<file path="config.mk">
export PLATFORM = sky130hd
export DESIGN_NAME = cordic_fifo_ctrl
export DESIGN_NICKNAME = d
export VERILOG_FILES = /design/src/rtl/cordic_fifo_ctrl.sv
export SDC_FILE = /design/constraint.sdc
export NUM_CORES = 1
export LEC_CHECK = 0
export ABC_AREA = 1
export CAP_MARGIN = 30
export CORE_UTILIZATION = 51
export CTS_CLUSTER_DIAMETER = 30
export DETAILED_ROUTE_END_ITERATION = 10
export GPL_TIMING_DRIVEN = 0
export PLACE_DENSITY = 0.8
export SLEW_MARGIN = 0
export SYNTH_ARGS = -nofsm -noshare
export SYNTH_HDL_FRONTEND = slang
export SYNTH_SLANG_ARGS = --single-unit
</file>
<file path="constraint.sdc">
create_clock -name CLOCK -period 3.4 [get_ports CLOCK]
set_clock_uncertainty 0.15 [all_clocks]
set_input_delay 0.68 -clock CLOCK [delete_from_list [all_inputs] [get_ports CLOCK]]
set_output_delay 0.68 -clock CLOCK [all_outputs]
set_load 0.03 [all_outputs]
</file>
<file path="src/rtl/cordic_fifo_ctrl.sv">
// Pointer, occupancy and read-latency controller for the CORDIC FIFO dual-port LSRAM.
// Write and read data go straight to and from the RAM; only addresses, enables and flags are produced here.
module cordic_fifo_ctrl #(
    parameter int DEPTH         = 128,
    parameter int AWIDTH        = 7,
    parameter int AFULL_THRESH  = 120,
    parameter int AEMPTY_THRESH = 8,
    parameter int RD_LATENCY    = 2
) (
    input  logic              CLOCK,
    input  logic              RESET,
    input  logic              WE,
    input  logic              RE,
    output logic [AWIDTH-1:0] RAM_WADDR,
    output logic              RAM_WEN,
    output logic [AWIDTH-1:0] RAM_RADDR,
    output logic              RAM_REN,
    output logic              FULL,
    output logic              EMPTY,
    output logic              AFULL,
    output logic              AEMPTY,
    output logic [AWIDTH:0]   WRCNT,
    output logic              DVLD,
    output logic              OVERFLOW,
    output logic              UNDERFLOW
);

    localparam logic [AWIDTH:0]   DEPTH_CNT  = (AWIDTH+1)'(DEPTH);
    localparam logic [AWIDTH:0]   AFULL_CNT  = (AWIDTH+1)'(AFULL_THRESH);
    localparam logic [AWIDTH:0]   AEMPTY_CNT = (AWIDTH+1)'(AEMPTY_THRESH);
    localparam logic [AWIDTH-1:0] LAST_ADDR  = AWIDTH'(DEPTH - 1);

    logic [AWIDTH-1:0]     wr_ptr;
    logic [AWIDTH-1:0]     rd_ptr;
    logic [AWIDTH:0]       count;
    logic [RD_LATENCY-1:0] vld_pipe;
    logic                  overflow;
    logic                  underflow;
    logic                  wr_acc;
    logic                  rd_acc;

    // Accept decisions use the registered count, so a write never falls through to a same-cycle read.
    always_comb begin
        wr_acc = WE & ~FULL & ~RESET;
        rd_acc = RE & ~EMPTY & ~RESET;
    end

    always_ff @(posedge CLOCK) begin
        if (RESET) begin
            wr_ptr    <= '0;
            rd_ptr    <= '0;
            count     <= '0;
            vld_pipe  <= '0;
            overflow  <= 1'b0;
            underflow <= 1'b0;
        end else begin
            if (wr_acc)
                wr_ptr <= (wr_ptr == LAST_ADDR) ? '0 : wr_ptr + AWIDTH'(1);
            if (rd_acc)
                rd_ptr <= (rd_ptr == LAST_ADDR) ? '0 : rd_ptr + AWIDTH'(1);
            case ({wr_acc, rd_acc})
                2'b10:   count <= count + (AWIDTH+1)'(1);
                2'b01:   count <= count - (AWIDTH+1)'(1);
                default: count <= count;
            endcase
            // Read-latency shift register: bit k is a read accepted k+1 cycles ago.
            vld_pipe[0] <= rd_acc;
            for (int i = 1; i < RD_LATENCY; i++)
                vld_pipe[i] <= vld_pipe[i-1];
            if (WE && FULL)
                overflow <= 1'b1;
            if (RE && EMPTY)
                underflow <= 1'b1;
        end
    end

    always_comb begin
        RAM_WADDR = wr_ptr;
        RAM_RADDR = rd_ptr;
        RAM_WEN   = wr_acc;
        RAM_REN   = rd_acc;
        WRCNT     = count;
        FULL      = (count == DEPTH_CNT);
        EMPTY     = (count == '0);
        AFULL     = (count >= AFULL_CNT);
        AEMPTY    = (count <= AEMPTY_CNT);
        DVLD      = vld_pipe[RD_LATENCY-1];
        OVERFLOW  = overflow;
        UNDERFLOW = underflow;
    end

endmodule

</file>
==> summary.md <==
| Metric | Value |
|---|---|
| Area of the multi-input gates | 1010 sq um |
| Global Route Usage Sum | 0.224 |
| CTS max path bufs | 2 |
| CP max FO | 8 |
| VDD IR-drop max | 0.389 mV |
| Syn Inst Count | 233 |
| Reg area | 520 sq um |
| Post-CTS setup buffer count | 0 |
| Netlist cell types | 30 |
| Syn_area_per_cell | 7.17 sq um |
| Die Ht | 59.3 um |
| Port bufs | 33 |
| Diodes inserted | 0 |
| DP HPWL | 2690 um |
| TritonCTS Buffers | 3 |
| CP required | 3.49 ns |
| CTS sink count | 26 |
| CTS Hold Bufs | 0 |
| Worst-skew pair later-pin latency | 0.32 ns |
| Fin. max-slew vios | 0 |
| Pleak | 0.882 nW |
| Clock tree from TritonCTS | done |
| Hold slack final | 0.286 ns |
| Seq/Total Area, Yosys | 0.311 |
| Critical Path Sink Type | register |
| Clock root buffer | clkbuf_4 |
| Fillers | 285 |
| RSZ-0062 raised after global routing | no |
| Number of I/O pins | 35 |
| PostCTS Resize Cnt | 0 |
| Clock-pin slew on the worst setup and hold paths | 0.15 ns |
| PD cells | 510 nW/um^2 |
| Fmax | 333 MHz |
| DR WL/cell | 11.1 um |
| Core ar. | 3080 sq um |
| Via count | 1550 |
| P&R area growth vs syn | 25.2% |
| Hold/Removal Path Class | reg -> reg |
| Syn Std Cell Area | 1670 sq um |
| Initial detailed-routing violation count | 57 |
| Worst Tran Pin Value | 0.361 ns |
| Global route overflow | 0 |
| Max-Cap Viols | 0 |
| Global-route wire length before repair | 5980 um |
| Critical path class | in -> reg |
| Initial Util | 0.543 |
| Die Area | 3510 sq um |
| Proportion of layout cells with a drive suffix above 1 | 0.148 |
| Setup TNS | 0 ns |
| RePlAce Congestion | 0.811 |
| Initial antenna violation count | 0 |
| Die width | 59.3 um |
| # setup viols final | 0 |
| ANT nets after route | 0 |
| Period minus WS final | 3.01 ns |
| Final Hold Vio Count | 0 |
| CTS H-Tree Depth | 1 |
| FP Rows | 20 |
| Crit share post-route | 0.885 |
| Syn. warnings | 0 |
| Seq cells post-synth | 26 |
| Initial DRT Pass Iterations | 4 |
| Vias per Instance | 4.94 |
| Fin nets | 285 |
| Vias in the first global route | 1401 |
| Largest net degree at the start of global routing | 15 |
| Outcome | complete, no violations |
| Crit path DAT | 3.10 ns |
| Worst slew margin | 0.759 |
| Overall routed net length | 3500 um |
| DR DRC count | 0 |
| Startpoint types | primary input |
| Syn Nets | 247 |
## final timing paths
path                                   from           to  slack [ns]  depth (start not counted)
worst max register to register     WRCNT[3]     WRCNT[6]        0.53                         15
worst min-delay path            vld_pipe[0]  vld_pipe[1]        0.29                          2
worst min register to register  vld_pipe[0]  vld_pipe[1]        0.29                          2
worst max-delay path                     RE     WRCNT[6]        0.39                         12
## where the power goes
group	internal [W]	leakage [nW]	total, W	switching [W]
sequential	0.000339	0.213	0.000384	0.0000446
combinational	0.000201	0.648	0.000527	0.000326
clock	0.0000655	0.0210	0.000158	0.0000920
total	0.000605	0.882	0.00107	0.000463
## worst max-delay path: stages
cell             delay (ns)
clkdlybuf4s50_1        0.55
nand2_2                0.12
nor2_4                 0.13
ha_1                   0.38
inv_1                  0.10
fa_1                   0.42
o21ai_0                0.27
nand3_1                0.16
nand3_1                0.10
nand2_1                0.05
nor2_1                 0.08
nor2_1                 0.04
## through the flow
stage               area, sq um  worst slack [ns]  utilization  total power (W)  cells
finish                     2090             0.392        0.680          0.00107    314
global route               2090             0.187        0.680          0.00114    314
CTS                        2090             0.402        0.680          0.00108    314
detailed placement         2060            0.0760        0.668         0.000919    310
global placement           2060            0.0913        0.668         0.000911    310
floorplan                  1670             0.551            -         0.000763    233
## layout by cell type (no fill, tap or decap), types with 2 or more instances in the layout
master,n
o21ai_1,2
nand2_1,45
clkdlybuf4s50_1,33
xnor2_1,6
nand3_1,14
inv_2,5
a21oi_1,19
ha_1,9
nor3_1,2
a21oi_2,5
o21ai_0,8
buf_2,3
nor2_4,4
nor2_8,2
xor2_1,2
nor2_2,4
nand4_1,5
dfxtp_1,26
clkbuf_4,3
nor2_1,26
inv_1,27
nand2_2,9
## cell type report
class                      count  area share
timing repair buffer          33       0.158
multi-input combinational    171       0.484
buffer                         4     0.00897
inverter                      32      0.0574
clock buffer                   4      0.0173
tap                           44      0.0263
sequential                    26       0.249
## routing by layer
layer / up-vias / track usage / wire length, um
li1: 824 / - / -
met2: 44 / 0.366 / 1600
met5: - / 0 / 0
met3: 2 / 0.0415 / 155
met4: 0 / 0.0680 / 20
met1: 680 / 0.297 / 1720
## sequential cells by signal, indices dropped and copies added, names as in the netlist
signal,flops
vld_pipe,2
RAM_RADDR,7
RAM_WADDR,7
WRCNT,8
OVERFLOW,1
UNDERFLOW,1
## cells in the mapped netlist (all sizes together)
master | instances | area share
clkbuf | 1 | 0.0022
nand4 | 5 | 0.019
nand3b | 1 | 0.0045
nor3 | 2 | 0.0060
ha | 9 | 0.067
nand3 | 15 | 0.048
o41ai | 1 | 0.0052
fa | 1 | 0.012
a21oi | 24 | 0.083
dfxtp | 26 | 0.31
o21ai | 10 | 0.030
buf | 3 | 0.0090
nand2 | 56 | 0.15
or2 | 3 | 0.011
xnor2 | 6 | 0.031
nor2 | 36 | 0.12
inv | 32 | 0.072
xor2 | 2 | 0.010
## cell families after synthesis
| group | Yosys count | share of synthesized area |
|---|---|---|
| flops | 26 | 0.311 |
| buf+inv | 36 | 0.0831 |
| compound gates | 35 | 0.118 |
| simple gates | 118 | 0.366 |
| fa+ha+maj | 10 | 0.0793 |
| xor+xnor | 8 | 0.0419 |
Power figures use the tool's default switching activity.
==> edit, RTL diff (config.mk and constraints unchanged) <==
Change the parameter `RD_LATENCY` from 2 to 4.
--- a/src/rtl/cordic_fifo_ctrl.sv
+++ b/src/rtl/cordic_fifo_ctrl.sv
@@ -7,3 +7,3 @@
     parameter int AEMPTY_THRESH = 8,
-    parameter int RD_LATENCY    = 2
+    parameter int RD_LATENCY    = 4
 ) (
Behaviour: not the same (a bounded check fails within 4 cycles, from zero or initial values and one cycle with RESET high).
==> edit against the original RTL <==
Worst setup slack worse by 0.27 ns. Routed wire length up 2.2%. Combinational power down 7.2%. Synthesized area up 5.4%. Power up 4.0%. Final area up 5.2%. Global-route usage down 0.29 points. Sequential cell count up 2. Synthesized cell count up 3.4%. Largest power group unchanged.
==> edit: results (changes against the original RTL) <==
Result of the run: complete, no violations
Routed WL: 3580 microns (+2.2%)
Ratio of routed vias to standard cells: 4.92 (-0.28%)
Placed wire-length estimate after detailed placement: 2740 microns (+2.2%)
Drt first-iter violations: 104 (+82%)
Worst-case headroom to the max-slew limit: 0.740 (-0.0192)
Register-to-Register Setup Slack: 0.72 ns (+0.19 ns)
Biggest fanout along the worst timing path: 7 (-1)
Share of the yosys chip area belonging to registers: 0.318 (+0.00680)
Fraction of final layout cells with drive strength greater than 1: 0.151 (+0.00293)
Worst IR drop on VDD: 0.427 mV (+9.8%)
Non-Filler Cell Area, Final: 0.00220 sq mm (+5.2%)
Leading cell types by total area after synthesis: dfxtp_1 32%, nand2_1 9.8%, inv_1 6.6%
Post-Synthesis Net Count: 255 (+3.2%)
Arrival time reported for the critical path endpoint: 2.45 ns (-0.65 ns)
Aggregate global-route resource usage: 0.221 (-0.00286)
Global-route wire length before repair: 6190 microns (+3.6%)
Worst-case setup margin in the final layout: 0.120 ns (-0.272 ns)
Path category of the worst min-delay check: reg2reg
Number of filler instances in the final layout: 290 (+1.8%)
Maximum number of pins on one net before global-route repair: 17 (+2)
Leak Pwr: 0.911 nW (+3.4%)
Post-Place Setup Slack: -0.168 ns (-0.244 ns)
Via count of the first global-routing pass: 1373 (-2.0%)
Count of different cell masters after synthesis: 32 (+6.7%)
Placer Congestion: 0.847 (+4.5%)
-- edit: path summary, 6_finish.rpt --
check                          from                endpoint  cells past startpoint
max reg2reg   WRCNT[7]$_SDFFE_PP0P_   WRCNT[6]$_SDFFE_PP0P_                     13
min reg2reg  vld_pipe[1]$_SDFF_PP0_  vld_pipe[2]$_SDFF_PP0_                      2
min          vld_pipe[1]$_SDFF_PP0_  vld_pipe[2]$_SDFF_PP0_                      2
max                              RE                 RAM_REN                      4
-- edit: where the power goes --
part | switching (mW) | total [mW] | internal, mW
combinational | 0.300 | 0.489 | 0.189
sequential | 0.0407 | 0.400 | 0.360
clock | 0.102 | 0.221 | 0.119
total | 0.442 | 1.11 | 0.668
-- edit: layout make-up --
type | instances | share of cell area
Multi-Input combinational cell | 172 | 0.473
Sequential cell | 28 | 0.255
Timing Repair Buffer | 33 | 0.150
Inverter | 37 | 0.0653
Tap cell | 44 | 0.0250
Clock inverter | 1 | 0.0136
Clock buffer | 3 | 0.0102
Buffer | 4 | 0.00852
-- edit: worst max-delay path, cell delays in order --
cell and delay, ns:
clkdlybuf4s50_1 0.48, clkinv_1 0.18, nor3_4 0.37, clkdlybuf4s50_1 0.73
-- edit: timing repair --
action | CTS | global route
setup buffers | 0 | 0
resized for setup | 0 | 1
setup endpoints to repair | 0 | 2
-- edit: kinds of logic after synthesis --
group                    after synthesis  share of synthesized area
buffers and inverters                 41                     0.0923
adder cells (fa/ha/maj)               10                     0.0753
AO/OA/AOI/OAI                         43                      0.148
flip-flops                            28                      0.318
XOR/XNOR                               9                     0.0447
AND/OR/NAND/NOR                      110                      0.321
-- edit: through the flow --
stage	instances	TNS (ns)	hold WS [ns]
after global routing	322	0	0.277
after global placement	318	-0.193	0.245
after detailed placement	318	-0.384	0.246
after floorplan	241	0	0.238
after CTS	322	0	0.266
final	322	0	0.265
-- edit: per-layer routing --
layer | global-route usage | part of all wire | vias up
li1 | - | - | 850
met1 | 0.308 | 0.51 | 705
met4 | 0.0292 | 0.0045 | 0
met5 | 0 | 0 | -
met3 | 0.0448 | 0.033 | 2
met2 | 0.363 | 0.46 | 28
